File: config.mk
export PLATFORM = sky130hd
export DESIGN_NAME = d_ff_pipe
export DESIGN_NICKNAME = d
export VERILOG_FILES = /design/src/rtl/d_ff_pipe.sv
export SDC_FILE = /design/constraint.sdc
export NUM_CORES = 1
export LEC_CHECK = 0
export BUFFER_PORTS_ARGS = -buffer_cell sky130_fd_sc_hd__buf_2
export CAP_MARGIN = 0
export CORE_AREA = 4 4 68 70
export CTS_CLUSTER_SIZE = 12
export DETAILED_ROUTE_END_ITERATION = 8
export DIE_AREA = 0 0 72 74
export PLACE_DENSITY = 0.55
export SYNTH_ARGS = -nofsm -noshare
export SYNTH_HDL_FRONTEND = slang
export SYNTH_SLANG_ARGS = --single-unit
File: constraint.sdc
create_clock -name clk -period 0.9 [get_ports clk]
set_input_delay 0 -clock clk [delete_from_list [all_inputs] [get_ports clk]]
set_output_delay 0 -clock clk [all_outputs]
set_load 0.02 [all_outputs]
File: src/rtl/d_ff_pipe.sv
// WIDTH-bit, DEPTH-stage register pipeline with per-stage valid bits, stall and flush.
// Optional occupancy counter compiled in with PIPE_OCCUPANCY_EN.
module d_ff_pipe #(
  parameter int unsigned      WIDTH     = 8,
  parameter int unsigned      DEPTH     = 4,
  parameter logic [WIDTH-1:0] RESET_VAL = '0
) (
  input  logic                         clk,
  input  logic                         asyncReset,
  input  logic                         en,
  input  logic                         flush,
  input  logic [WIDTH-1:0]             D,
  input  logic                         D_valid,
  output logic [WIDTH-1:0]             Q,
  output logic                         Q_valid
`ifdef PIPE_OCCUPANCY_EN
  ,
  output logic [$clog2(DEPTH+1)-1:0]   occupancy
`endif
);

  logic [WIDTH-1:0] data_q  [DEPTH];
  logic             valid_q [DEPTH];

  always_ff @(posedge clk or negedge asyncReset) begin
    if (!asyncReset) begin
      for (int i = 0; i < DEPTH; i++) begin
        data_q[i]  <= RESET_VAL;
        valid_q[i] <= 1'b0;
      end
    end else if (flush) begin
      for (int i = 0; i < DEPTH; i++) begin
        data_q[i]  <= RESET_VAL;
        valid_q[i] <= 1'b0;
      end
    end else if (en) begin
      data_q[0]  <= D;
      valid_q[0] <= D_valid;
      // Invalid slots shift too; consumers qualify Q with Q_valid.
      for (int i = 1; i < DEPTH; i++) begin
        data_q[i]  <= data_q[i-1];
        valid_q[i] <= valid_q[i-1];
      end
    end
  end

  assign Q       = data_q[DEPTH-1];
  assign Q_valid = valid_q[DEPTH-1];

`ifdef PIPE_OCCUPANCY_EN
  localparam int unsigned OccW = $clog2(DEPTH+1);

  logic [OccW-1:0] occ_q, occ_d;

  // Modular add/subtract: any transient wrap cancels since the result is <= DEPTH.
  always_comb begin
    occ_d = occ_q;
    if (flush) begin
      occ_d = '0;
    end else if (en) begin
      occ_d = occ_q + OccW'(D_valid) - OccW'(valid_q[DEPTH-1]);
    end
  end

  always_ff @(posedge clk or negedge asyncReset) begin
    if (!asyncReset) begin
      occ_q <= '0;
    end else begin
      occ_q <= occ_d;
    end
  end

  assign occupancy = occ_q;
`endif

endmodule

==> results.rst, run 1 <==
.. list-table::
   :header-rows: 1

   * - Metric
     - Value
   * - Synthesis Warnings
     - 0
   * - Number of endpoints failing setup at the final stage
     - 0
   * - Ordered list of cells on the worst path
     - buf_2
   * - Leakage power
     - 0.979 nW
   * - Most frequent cells in the layout
     - sky130_fd_sc_hd__dfrtp_1, sky130_fd_sc_hd__mux2i_1, sky130_fd_sc_hd__nor2_1, sky130_fd_sc_hd__buf_2, sky130_fd_sc_hd__dlygate4sd3_1
   * - Kind of start point of the critical path
     - register
   * - Maximum clock path buffer count
     - 2
   * - Arrival time at the worst endpoint
     - 830 ps
   * - Pint
     - approximately 2.3 mW
   * - Effective utilization at floorplan
     - 0.389
   * - Kind of cell adding the most delay to the critical path
     - flip-flops
   * - Post-DR wirelength/cell
     - 12.6 um
   * - Antenna violations before repair
     - 0
   * - Post-synthesis register bit count
     - 36
   * - Clk_skew
     - ~4 ps
   * - Clock-pin slew on the worst setup and hold paths
     - 70 ps
   * - Critical path fanouts, max
     - 2
   * - Portion of netlist area occupied by mux cells
     - 0.233
   * - Clock insertion delay at the later pin of the skew report
     - 280 ps
   * - Xor and xnor area share after synthesis
     - 0
   * - Main combinational cell family by area after synthesis
     - multiplexers
   * - DRC violations left
     - 0
   * - Avg Vias per Cell
     - 4.62
   * - RSZ-0062 raised after global routing
     - no
   * - Buffers on Ports
     - 21
   * - Outcome
     - complete, no violations
   * - Area Growth Syn to Fin
     - 17.8%
   * - Fraction of the yosys area taken by sequential cells
     - 0.583
   * - Cell area after synthesis
     - about 0.0015 mm^2
   * - Avg Synthesized Cell Area
     - between 10 and 15 um^2
   * - Endpoint required time on the critical path
     - 900 ps
   * - Clock net sink count
     - 36
   * - Utilization after layout
     - 0.459
   * - Adder and majority gate portion of the synthesized area
     - 0
   * - CTS tree
     - yes
   * - Hold Path Sink
     - data_q[9]
   * - Worst stage delay on the critical path
     - 390 ps
   * - Relative max-transition margin
     - 0.871
   * - Minimum clock period
     - 829 ps
   * - Setup Slack @ Placement
     - about 160 ps
   * - Number of inserted diodes
     - 0
   * - GP Congestion
     - roughly 0.67
   * - Share of the clock period used by the worst path after layout
     - 0.921
   * - Max Freq
     - between 1000 and 1500 MHz
   * - Total number of nets in the final design
     - 163
   * - Number of global-route vias before repair
     - 946
   * - Die X
     - 72 um
   * - Basic-gate share of the synthesized area counting and, or, nand and nor cells
     - 0.0874
   * - Final number of max-transition violations
     - 0
   * - Power density of the placed cells
     - 1660 mW/mm^2
   * - Core footprint
     - 0.00397 mm^2
   * - Total count of hold-check failures in the final report
     - 0
   * - Startpoint of the worst hold path
     - flush
   * - FF-to-FF setup slack
     - 190 ps
   * - Overall Power
     - 3.03 mW
   * - Synthesized net count
     - 137
   * - Die span in y
     - 74 um
   * - Iteration-0 DRC count of the detailed router
     - 40
   * - Dpl hpwl
     - roughly 1700 um
   * - Filler cells
     - between 300 and 400
   * - Compound-gate portion of the synthesized area
     - 0
   * - Path type of the worst setup path
     - register to output pin
   * - Die area
     - 0.00533 mm^2
   * - Overflow after GRT
     - 0
   * - Clock buffers created by TritonCTS
     - 5
   * - First-pass iteration count of the detailed router
     - 4
   * - Fraction of power consumed by sequential logic
     - 0.558
   * - Logic gate share of total power
     - 0.096
   * - Std-Cell Rows
     - 23
   * - Total wirelength of the detailed-routed design
     - 2520 um
   * - Layout cells sized above 1
     - 0.207
   * - Switching component of the power
     - between 0.6 and 0.7 mW
   * - Root Buffer
     - sky130_fd_sc_hd__clkbuf_8
   * - Hold Path Depth
     - 3
   * - Worst setup EP type
     - output pin
   * - Post-CTS repair timing setup buffer count
     - 0
   * - Number of nets still failing antenna checks after routing
     - 0
   * - Worst Tran Pin Value
     - 194 ps
   * - Largest net degree at the start of global routing
     - 37
   * - Slack of the critical path
     - between 70 and 80 ps
   * - Buffers & Inverters on Critical Path
     - 1
   * - First-pass GRT wire length
     - about 4400 um
   * - Hold crit path type
     - primary input to register
   * - Cell at the slowest stage of the critical path
     - sky130_fd_sc_hd__dfrtp_1
   * - Ports placed on the boundary
     - 22
   * - Aggregate global-route resource usage
     - 0.110
   * - Number of distinct library cells after synthesis
     - 8
   * - R2r endpoint
     - valid_q[2]
   * - Vias after detailed routing
     - 924
   * - Clock network fraction of design power
     - 0.346
   * - Count of mapped cells out of synthesis
     - roughly 120
   * - Final-layout setup total negative slack
     - 0 ps
   * - Number of max-cap violations
     - 0
   * - H-Tree Level Count
     - 2
   * - Launch point of the worst reg-to-reg path
     - valid_q[3]
   * - Worst vdd rail ir drop
     - 0.980 mV
   * - Reg2Reg Depth
     - 2
   * - Switching Share
     - 0.228
worst max-delay path by stage:
stage               startpoint          to  slack, ps  cells after the start
finish                    Q[1]        Q[1]         70                      1
global route              Q[4]        Q[4]         30                      1
CTS                       Q[1]        Q[1]         60                      1
detailed placement          en        Q[7]        160                      4
global placement            en  data_q[28]        190                      4
floorplan              Q_valid     Q_valid        160                      2
cells in the mapped netlist:
master / count / area share
sky130_fd_sc_hd__nor2_1: 36 / 0.087
sky130_fd_sc_hd__buf_12: 3 / 0.039
sky130_fd_sc_hd__dfrtp_1: 36 / 0.58
sky130_fd_sc_hd__buf_6: 1 / 0.0073
sky130_fd_sc_hd__mux2i_1: 36 / 0.23
sky130_fd_sc_hd__clkbuf_1: 1 / 0.0024
sky130_fd_sc_hd__buf_4: 8 / 0.039
sky130_fd_sc_hd__buf_2: 3 / 0.0097
area by class of cell:
type                    instances  area (um^2)  share of cell area
clock inverters                 1         5.00             0.00275
well taps                      50         62.6              0.0343
clock buffers                   6         72.6              0.0398
repair buffers                 35          285               0.157
flip-flops and latches         36          901               0.495
multi-input cells              72          495               0.272
power by group through the flow:
stage | Clock [mW] | Combinational, mW | Sequential [mW]
3_5_place_dp | 0 | 0.261 | 1.72
3_3_place_gp | 0 | 0.253 | 1.72
4_1_cts | 1.10 | 0.296 | 1.69
2_1_floorplan | 0 | 0.181 | 1.71
6_report | 1.05 | 0.289 | 1.69
5_1_grt | 1.16 | 0.322 | 1.69
stage by stage:
| step | instances | area, um^2 | hold WS, ps |
|---|---|---|---|
| 2_1_floorplan | 124 | 1550 | -296 |
| 3_3_place_gp | 183 | 1640 | -26.5 |
| 3_5_place_dp | 183 | 1640 | -23.2 |
| 4_1_cts | 200 | 1820 | 106 |
| 5_1_grt | 200 | 1820 | 115 |
| 6_report | 200 | 1820 | 107 |
sequential cells by signal (all words and copies together) (netlist names):
name,flops
data_q,24
Q_valid,1
valid_q,3
Q,8
tightest hold or removal path: cells and delay by family:
family	cells	cell delay (ps)
and+or+nand+nor	1	60
buffers and inverters	2	280
kinds of logic after synthesis:
kind of cell / Yosys count
multiplexers: 36
flip-flops: 36
AND/OR/NAND/NOR: 36
buffers and inverters: 16
metal layers:
metal	up-vias	GRT usage	share of wire
li1	449	-	-
met1	451	0.137	0.47
met2	19	0.171	0.46
met3	5	0.0419	0.051
met4	0	0.0501	0.015
met5	-	0	0
timing repair:
action	in CTS	in global routing
hold endpoints to repair	45	0
hold buffers	10	0
gates resized for setup	0	0
(Power assumes the default switching activity.)
==> run 2: changes to the inputs <==
ABC_AREA = 1   (was unset)
CORE_AREA = 4 4 69 71   (was 4 4 68 70)
DIE_AREA = 0 0 73 75   (was 0 0 72 74)
==> results.rst, run 2 <==
.. list-table::
   :header-rows: 1

   * - Metric
     - Value
   * - List of most frequent post-synthesis cells
     - sky130_fd_sc_hd__nand2_1, sky130_fd_sc_hd__dfrtp_1, sky130_fd_sc_hd__nand3_1
   * - Clock-pin slew on the worst setup and hold paths
     - 70 ps (about the same)
   * - Post-route cell area
     - 0.00189 mm^2 (+3.6%)
   * - Worst setup EP type
     - output pin
   * - Outcome
     - complete, no violations
   * - Hold crit path type
     - primary input to register
   * - Core footprint
     - 0.00423 mm^2 (+6.6%)
   * - Overflow after GRT
     - 0 (unchanged)
   * - Startpoint of the most critical setup path
     - Q_valid
   * - Number of endpoints failing setup at the final stage
     - 0 (unchanged)
   * - Kind of cell adding the most delay to the critical path
     - flip-flops
   * - H-Tree Level Count
     - 2 (unchanged)
   * - First-pass iteration count of the detailed router
     - 4 (unchanged)
   * - Ports placed on the boundary
     - 22 (unchanged)
   * - Arrival time at the worst endpoint
     - 820 ps (about the same)
   * - Basic-gate share of the synthesized area counting and, or, nand and nor cells
     - 0.330 (+0.243)
   * - Minimum clock period
     - 820 ps (-8.45 ps)
   * - Commonest register cell after synthesis
     - sky130_fd_sc_hd__dfrtp_1
   * - Clock net sink count
     - 36 (unchanged)
   * - Launch point of the worst reg-to-reg path
     - valid_q[1]
   * - Clock buffers created by TritonCTS
     - 5 (unchanged)
   * - Critical path fanouts, max
     - 2 (unchanged)
   * - Worst Tran Pin Value
     - 226 ps (+32.8 ps)
   * - Adder and majority gate portion of the synthesized area
     - 0 (unchanged)
   * - Buffers on Ports
     - 21 (unchanged)
   * - Area Growth Syn to Fin
     - 18.6%
   * - Post-CTS repair timing setup buffer count
     - 0 (unchanged)
   * - Antenna violations before repair
     - 0 (unchanged)
   * - Dominant cell type by area after synthesis
     - sky130_fd_sc_hd__dfrtp_1
   * - Synthesis Warnings
     - 0 (unchanged)
   * - Cell at the slowest stage of the critical path
     - sky130_fd_sc_hd__dfrtp_1
   * - RSZ-0062 raised after global routing
     - no
   * - Relative max-transition margin
     - 0.849 (-0.0219)
   * - First-pass GRT wire length
     - 4680 um (+5.5%)
   * - Total count of hold-check failures in the final report
     - 0 (unchanged)
   * - Reg2Reg Depth
     - 2 (unchanged)
   * - Post-synthesis register bit count
     - 36 (unchanged)
   * - Number of nets still failing antenna checks after routing
     - 0 (unchanged)
   * - Top cells by area, synth
     - sky130_fd_sc_hd__dfrtp_1, sky130_fd_sc_hd__nand2_1, sky130_fd_sc_hd__nand3_1
   * - Power density of the placed cells
     - 1640 mW/mm^2 (-1.1%)
   * - Cell area after synthesis
     - 0.00159 mm^2 (+2.9%)
   * - Most frequent cells in the layout
     - sky130_fd_sc_hd__nand2_1, sky130_fd_sc_hd__dfrtp_1, sky130_fd_sc_hd__nand3_1, sky130_fd_sc_hd__buf_2, sky130_fd_sc_hd__nand3_2
   * - Leading cell type in the layout, fill and taps excluded
     - sky130_fd_sc_hd__nand2_1
   * - R2r endpoint
     - Q_valid
   * - Number of global-route vias before repair
     - 1,031 (+9.0%)
   * - Compound-gate portion of the synthesized area
     - 0 (unchanged)
   * - CTS tree
     - yes
   * - Worst vdd rail ir drop
     - 0.950 mV (-3.0%)
   * - Max Freq
     - 1220 MHz (+1.0%)
   * - GP Congestion
     - 0.758 (+13%)
   * - Fraction of the yosys area taken by sequential cells
     - 0.566 (-0.0165)
   * - Share of the clock period used by the worst path after layout
     - 0.911 (-0.00938)
   * - Ordered list of cells on the worst path
     - buf_2
   * - Main combinational cell family by area after synthesis
     - simple AND/OR/NAND/NOR gates
   * - Leading cell type by number of instances after synthesis
     - sky130_fd_sc_hd__nand2_1
   * - Number of inserted diodes
     - 0 (unchanged)
   * - Endpoint required time on the critical path
     - 900 ps (about the same)
   * - Buffers & Inverters on Critical Path
     - 1 (unchanged)
   * - Die X
     - 73 um (+1.4%)
   * - Resize count post-CTS
     - 0 (unchanged)
   * - Number of buffers inserted for hold repair after clock tree synthesis
     - 10 (unchanged)
   * - Worst stage delay on the critical path
     - 380 ps (about the same)
   * - Vias after detailed routing
     - 1,096 (+19%)
   * - Final-layout setup total negative slack
     - 0 ps (unchanged)
   * - Maximum clock path buffer count
     - 2 (unchanged)
   * - Area fraction of the dominant cell type after synthesis
     - 0.566 (-0.0165)
   * - Root Buffer
     - sky130_fd_sc_hd__clkbuf_8
   * - Flip-flop count of the largest register after layout
     - 24 (unchanged)
   * - Count of mapped cells out of synthesis
     - 164 (+32%)
   * - Avg Synthesized Cell Area
     - 9.70 um^2 (-22%)
   * - Dpl hpwl
     - 1730 um (+4.1%)
   * - Cell Area, Placed
     - 0.00170 mm^2 (+3.3%)
   * - CP endpoint
     - Q_valid
   * - DRC violations left
     - 0 (unchanged)
   * - FF-to-FF setup slack
     - 270 ps (+80 ps)
   * - EDFF count, synth
     - 0 (unchanged)
   * - Aggregate global-route resource usage
     - 0.114 (+0.00361)
   * - Number of max-cap violations
     - 0 (unchanged)
   * - Total wirelength of the detailed-routed design
     - 2680 um (+6.0%)
   * - Clk_skew
     - 4.43 ps (+0.395 ps)
   * - Die span in y
     - 75 um (+1.4%)
   * - Crit. path cell count
     - 1 (unchanged)
   * - Kind of start point of the critical path
     - register
   * - Total number of nets in the final design
     - 203 (+25%)
   * - Avg Vias per Cell
     - 4.51 (-2.4%)
   * - Filler cells
     - 423 (+13%)
   * - Layout cells sized above 1
     - 0.241 (+0.0342)
   * - Xor and xnor area share after synthesis
     - 0 (unchanged)
   * - Path type of the worst setup path
     - register to output pin
   * - Post-DR wirelength/cell
     - 11.0 um (-13%)
   * - Clock insertion delay at the later pin of the skew report
     - 280 ps (about the same)
   * - Synthesized net count
     - 177 (+29%)
   * - Largest register by flop count
     - data_q
   * - Leakage power
     - 1.04 nW (+6.5%)
   * - Largest net degree at the start of global routing
     - 37 (unchanged)
   * - Number of distinct library cells after synthesis
     - 9 (+1)
   * - Effective utilization at floorplan
     - 0.376 (-0.0135)
   * - Final number of max-transition violations
     - 0 (unchanged)
   * - Iteration-0 DRC count of the detailed router
     - 32 (-20%)
   * - Async SR Flop Fraction
     - 1.00 (unchanged)
   * - Portion of netlist area occupied by mux cells
     - 0 (-0.233)
   * - Std-Cell Rows
     - 24 (+4.3%)
   * - Die area
     - 0.00548 mm^2 (+2.8%)
-- run 2: cell count changes after synthesis, moves of 2 or more --
cell / delta
sky130_fd_sc_hd__nand2_1: +72
sky130_fd_sc_hd__mux2i_1: -36
sky130_fd_sc_hd__nor2_1: -36
sky130_fd_sc_hd__nand3_1: +25
sky130_fd_sc_hd__nand3_2: +11
sky130_fd_sc_hd__buf_6: +6
sky130_fd_sc_hd__buf_12: -3
sky130_fd_sc_hd__buf_2: -2
sky130_fd_sc_hd__buf_4: +2
-- run 2: tightest hold or removal path: cells and delay by family --
kind	cells	cell delay, ps
and+or+nand+nor	2	100
buffers and inverters	2	260
-- run 2: how the worst min path moves through the flow --
stage	start	end	depth (start not counted)
after floorplan	asyncReset	Q[0]	0
after global placement	asyncReset	Q[7]	2
after detailed placement	asyncReset	Q[7]	2
after CTS	flush	data_q[25]	4
after global routing	flush	data_q[25]	4
final	flush	data_q[25]	4
-- run 2: cell families (layout without fill, tap and decap cells) --
group                  count (synthesis)  after routing
and+or+nand+nor                      109            109
buffers and inverters                 19             46
DFF                                   36             36
-- run 2: power breakdown --
part / switching [mW] / internal (mW) / total (mW) / leakage (nW)
Combinational: 0.160 / 0.123 / 0.283 / 0.502
Clock: 0.507 / 0.623 / 1.13 / 0.0455
Sequential: 0.0251 / 1.66 / 1.69 / 0.494
Total: 0.692 / 2.41 / 3.10 / 1.04
-- run 2: through the flow --
step	cells	total power, mW	hold WS [ps]	util	setup WS [ps]
after floorplan	164	1.87	-296	-	224
after CTS	243	3.16	119	0.446	61.2
after global routing	243	3.25	134	0.446	33.2
after detailed placement	225	1.97	-21.9	0.401	213
after global placement	225	1.97	-24.5	0.401	234
final	243	3.10	123	0.446	79.9
-- run 2: area by class of cell --
cell class	count	area (um^2)	share of cell area
sequential	36	901	0.477
multi-input combinational	109	526	0.278
timing repair buffer	37	300	0.159
clock buffer	8	90.1	0.0477
tap	52	65.1	0.0345
inverter	1	6.26	0.00331
-- run 2: routing by layer --
metal	GRT usage	vias to the layer above	part of all wire
li1	-	568	-
met1	0.149	497	0.47
met2	0.166	26	0.45
met3	0.0467	5	0.062
met4	0.0492	0	0.019
met5	0	-	0
==> run 3: changes to the inputs <==
CORE_AREA = 4 4 95 52   (was 4 4 69 71)
DIE_AREA = 0 0 99 56   (was 0 0 73 75)
PLACE_DENSITY = 0.56   (was 0.55)
clock period = 0.8 ns   (was 0.9 ns; I/O delays follow)
==> results.rst, run 3 (synthesis gave the netlist of run 2 again) <==
.. list-table::
   :header-rows: 1

   * - Metric
     - Value
   * - Outcome
     - finished with violations
   * - Failing checks
     - setup timing
   * - First-pass GRT wire length
     - 5180 um (+11%)
   * - Kind of start point of the critical path
     - register
   * - Clock insertion delay at the later pin of the skew report
     - 280 ps (about the same)
   * - Overflow after GRT
     - 0 (unchanged)
   * - Number of instances in the placed design
     - 229 (+1.8%)
   * - Critical path fanouts, max
     - 2 (unchanged)
   * - Clk_skew
     - 3.78 ps (-0.650 ps)
   * - Share of the clock period used by the worst path after layout
     - 1.03
   * - Max Freq
     - 1210 MHz
   * - Total wirelength of the detailed-routed design
     - 2950 um (+10%)
   * - Worst stage delay on the critical path
     - 400 ps (+20 ps)
   * - Number of nets still failing antenna checks after routing
     - 0 (unchanged)
   * - Worst setup EP type
     - output pin
   * - Largest net degree at the start of global routing
     - 37 (unchanged)
   * - Utilization after layout
     - 0.475 (+0.0291)
   * - Path type of the worst setup path
     - register to output pin
   * - Root Buffer
     - sky130_fd_sc_hd__clkbuf_8
   * - Number of global-route vias before repair
     - 1,157 (+12%)
   * - Area Growth Syn to Fin
     - 25.1%
   * - CTS tree
     - yes
   * - CP endpoint
     - Q[3]
   * - R2r endpoint
     - Q[2]
   * - H-Tree Level Count
     - 2 (unchanged)
   * - FF-to-FF setup slack
     - 70 ps (-200 ps)
   * - Flip-flop count of the largest register after layout
     - 24 (unchanged)
   * - Reg2Reg Depth
     - 3 (+1)
   * - Clock buffers created by TritonCTS
     - 5 (unchanged)
   * - Largest register by flop count
     - data_q
   * - Kind of cell adding the most delay to the critical path
     - flip-flops
   * - Dpl hpwl
     - 1960 um (+13%)
   * - Power density of the placed cells
     - 1900 mW/mm^2 (+15%)
   * - Leading cell type in the layout, fill and taps excluded
     - sky130_fd_sc_hd__nand2_1
   * - Avg Vias per Cell
     - 4.45 (-1.4%)
   * - Minimum clock period
     - roughly 800 ps
   * - Endpoint required time on the critical path
     - 800 ps (-100 ps)
   * - Arrival time at the worst endpoint
     - 820 ps (about the same)
   * - Effective utilization at floorplan
     - 0.380 (+0.00393)
   * - Total met2 wirelength after detailed routing
     - 1280 um (+7.6%)
   * - Die X
     - 99 um (+36%)
   * - Antenna violations before repair
     - 0 (unchanged)
   * - Worst vdd rail ir drop
     - 0.813 mV (-14%)
   * - Worst Tran Pin Value
     - 311 ps (+84.3 ps)
   * - Buffers & Inverters on Critical Path
     - 1 (unchanged)
   * - Leakage power
     - 1.07 nW (+3.1%)
   * - Total count of hold-check failures in the final report
     - 0 (unchanged)
   * - Post-DR wirelength/cell
     - 11.8 um (+6.9%)
   * - Layout cells sized above 1
     - 0.258 (+0.0169)
   * - Cell at the slowest stage of the critical path
     - sky130_fd_sc_hd__dfrtp_1
   * - Top routing layer in use
     - met4
   * - Core footprint
     - 0.00419 mm^2 (-1.0%)
   * - DRC violations left
     - 0 (unchanged)
   * - Ports placed on the boundary
     - 22 (unchanged)
   * - Final number of max-transition violations
     - 0 (unchanged)
   * - Launch point of the worst reg-to-reg path
     - Q[2]
   * - Area taken by multi-input logic gates
     - 526 um^2 (unchanged)
   * - Flip-flop and latch area
     - 901 um^2 (unchanged)
   * - Filler cells
     - 398 (-5.9%)
   * - Most frequent cells in the layout
     - sky130_fd_sc_hd__nand2_1, sky130_fd_sc_hd__dfrtp_1, sky130_fd_sc_hd__nand3_1, sky130_fd_sc_hd__buf_2, sky130_fd_sc_hd__nand3_2
   * - Number of max-cap violations
     - 0 (unchanged)
   * - Die span in y
     - 56 um (-25%)
   * - Crit. path cell count
     - 1 (unchanged)
   * - Hold crit path type
     - primary input to asynchronous set/reset pin
   * - Std-Cell Rows
     - 17 (-29%)
   * - Aggregate global-route resource usage
     - 0.116 (+0.00220)
   * - RSZ-0062 raised after global routing
     - yes
   * - Vias after detailed routing
     - 1,116 (+1.8%)
   * - Maximum clock path buffer count
     - 2 (unchanged)
   * - Number of inserted diodes
     - 0 (unchanged)
   * - Total met3 wirelength after detailed routing
     - 132 um (-20%)
   * - First-pass iteration count of the detailed router
     - 4 (unchanged)
   * - Clock-pin slew on the worst setup and hold paths
     - 70 ps (about the same)
   * - Slack of the critical path
     - -23.5 ps (-103 ps)
   * - Clock net sink count
     - 36 (unchanged)
   * - Die area
     - 0.00554 mm^2 (+1.3%)
   * - Post-layout instance count excluding filler cells
     - 251 (+3.3%)
   * - Ordered list of cells on the worst path
     - buf_6
   * - Number of endpoints failing setup at the final stage
     - 8 (+8)
   * - Total number of nets in the final design
     - 206 (+1.5%)
   * - WL met1
     - 1520 um (+20%)
   * - Buffers on Ports
     - 21 (unchanged)
   * - Iteration-0 DRC count of the detailed router
     - 17 (-47%)
   * - GP Congestion
     - 0.688 (-9.3%)
   * - Relative max-transition margin
     - 0.793 (-0.0562)
   * - Startpoint of the most critical setup path
     - Q[3]
==> run 3: cell count changes in the layout (fill, tap and decap cells not counted), sizes merged <==
cell / before / now
buf: 27 / 30
clkbuf: 8 / 6
bufinv: 0 / 1
clkinv: 0 / 1
==> run 3: power by group <==
part | switching (mW) | internal, mW
Clock | 0.628 | 0.925
Combinational | 0.185 | 0.140
Sequential | 0.0292 | 1.87
==> run 3: per-stage QoR <==
stage | hold WS, ps | setup WS [ps] | total power [mW] | instance area (um^2) | TNS [ps]
4_1_cts | 139 | -32.6 | 3.81 | 1980 | -187
3_3_place_gp | -98.6 | 154 | 2.21 | 1700 | 0
3_5_place_dp | -91.1 | 118 | 2.22 | 1700 | 0
2_1_floorplan | -296 | 124 | 2.11 | 1590 | 0
5_1_grt | 180 | -52.0 | 3.93 | 1990 | -343
6_report | 134 | -23.5 | 3.78 | 1990 | -100
==> run 3: what timing repair did <==
| item | 4_1_cts | 5_1_grt |
|---|---|---|
| gates cloned | 0 | 0 |
| pin swaps | 0 | 0 |
| buffers inserted | 3 | 1 |
| hold endpoints to repair | 45 | 0 |
| resized for setup | 18 | 0 |
| endpoints found under the setup margin | 9 | 9 |
| hold buffers | 10 | 0 |
==> run 3: area by class of cell <==
type,instances,area share
Clock inverter,2,0.0176
Sequential cell,36,0.453
Timing Repair Buffer,40,0.190
Inverter,1,0.00314
Clock buffer,6,0.0365
Tap cell,57,0.0358
Multi-Input combinational cell,109,0.264
==> run 3: layer usage <==
layer  vias up  global-route usage
li1        568                   -
met5         -                   0
met2        22               0.174
met4         0              0.0467
met1       524               0.154
met3         2              0.0375
==> run 3: worst min-delay path by stage <==
stage	startpoint	end	slack [ps]	depth (start not counted)
floorplan	asyncReset	Q[0]	-300	0
detailed placement	asyncReset	data_q[29]	-90	1
global placement	asyncReset	data_q[29]	-100	1
CTS	asyncReset	data_q[30]	140	2
finish	asyncReset	data_q[30]	130	2
global route	asyncReset	valid_q[2]	180	2
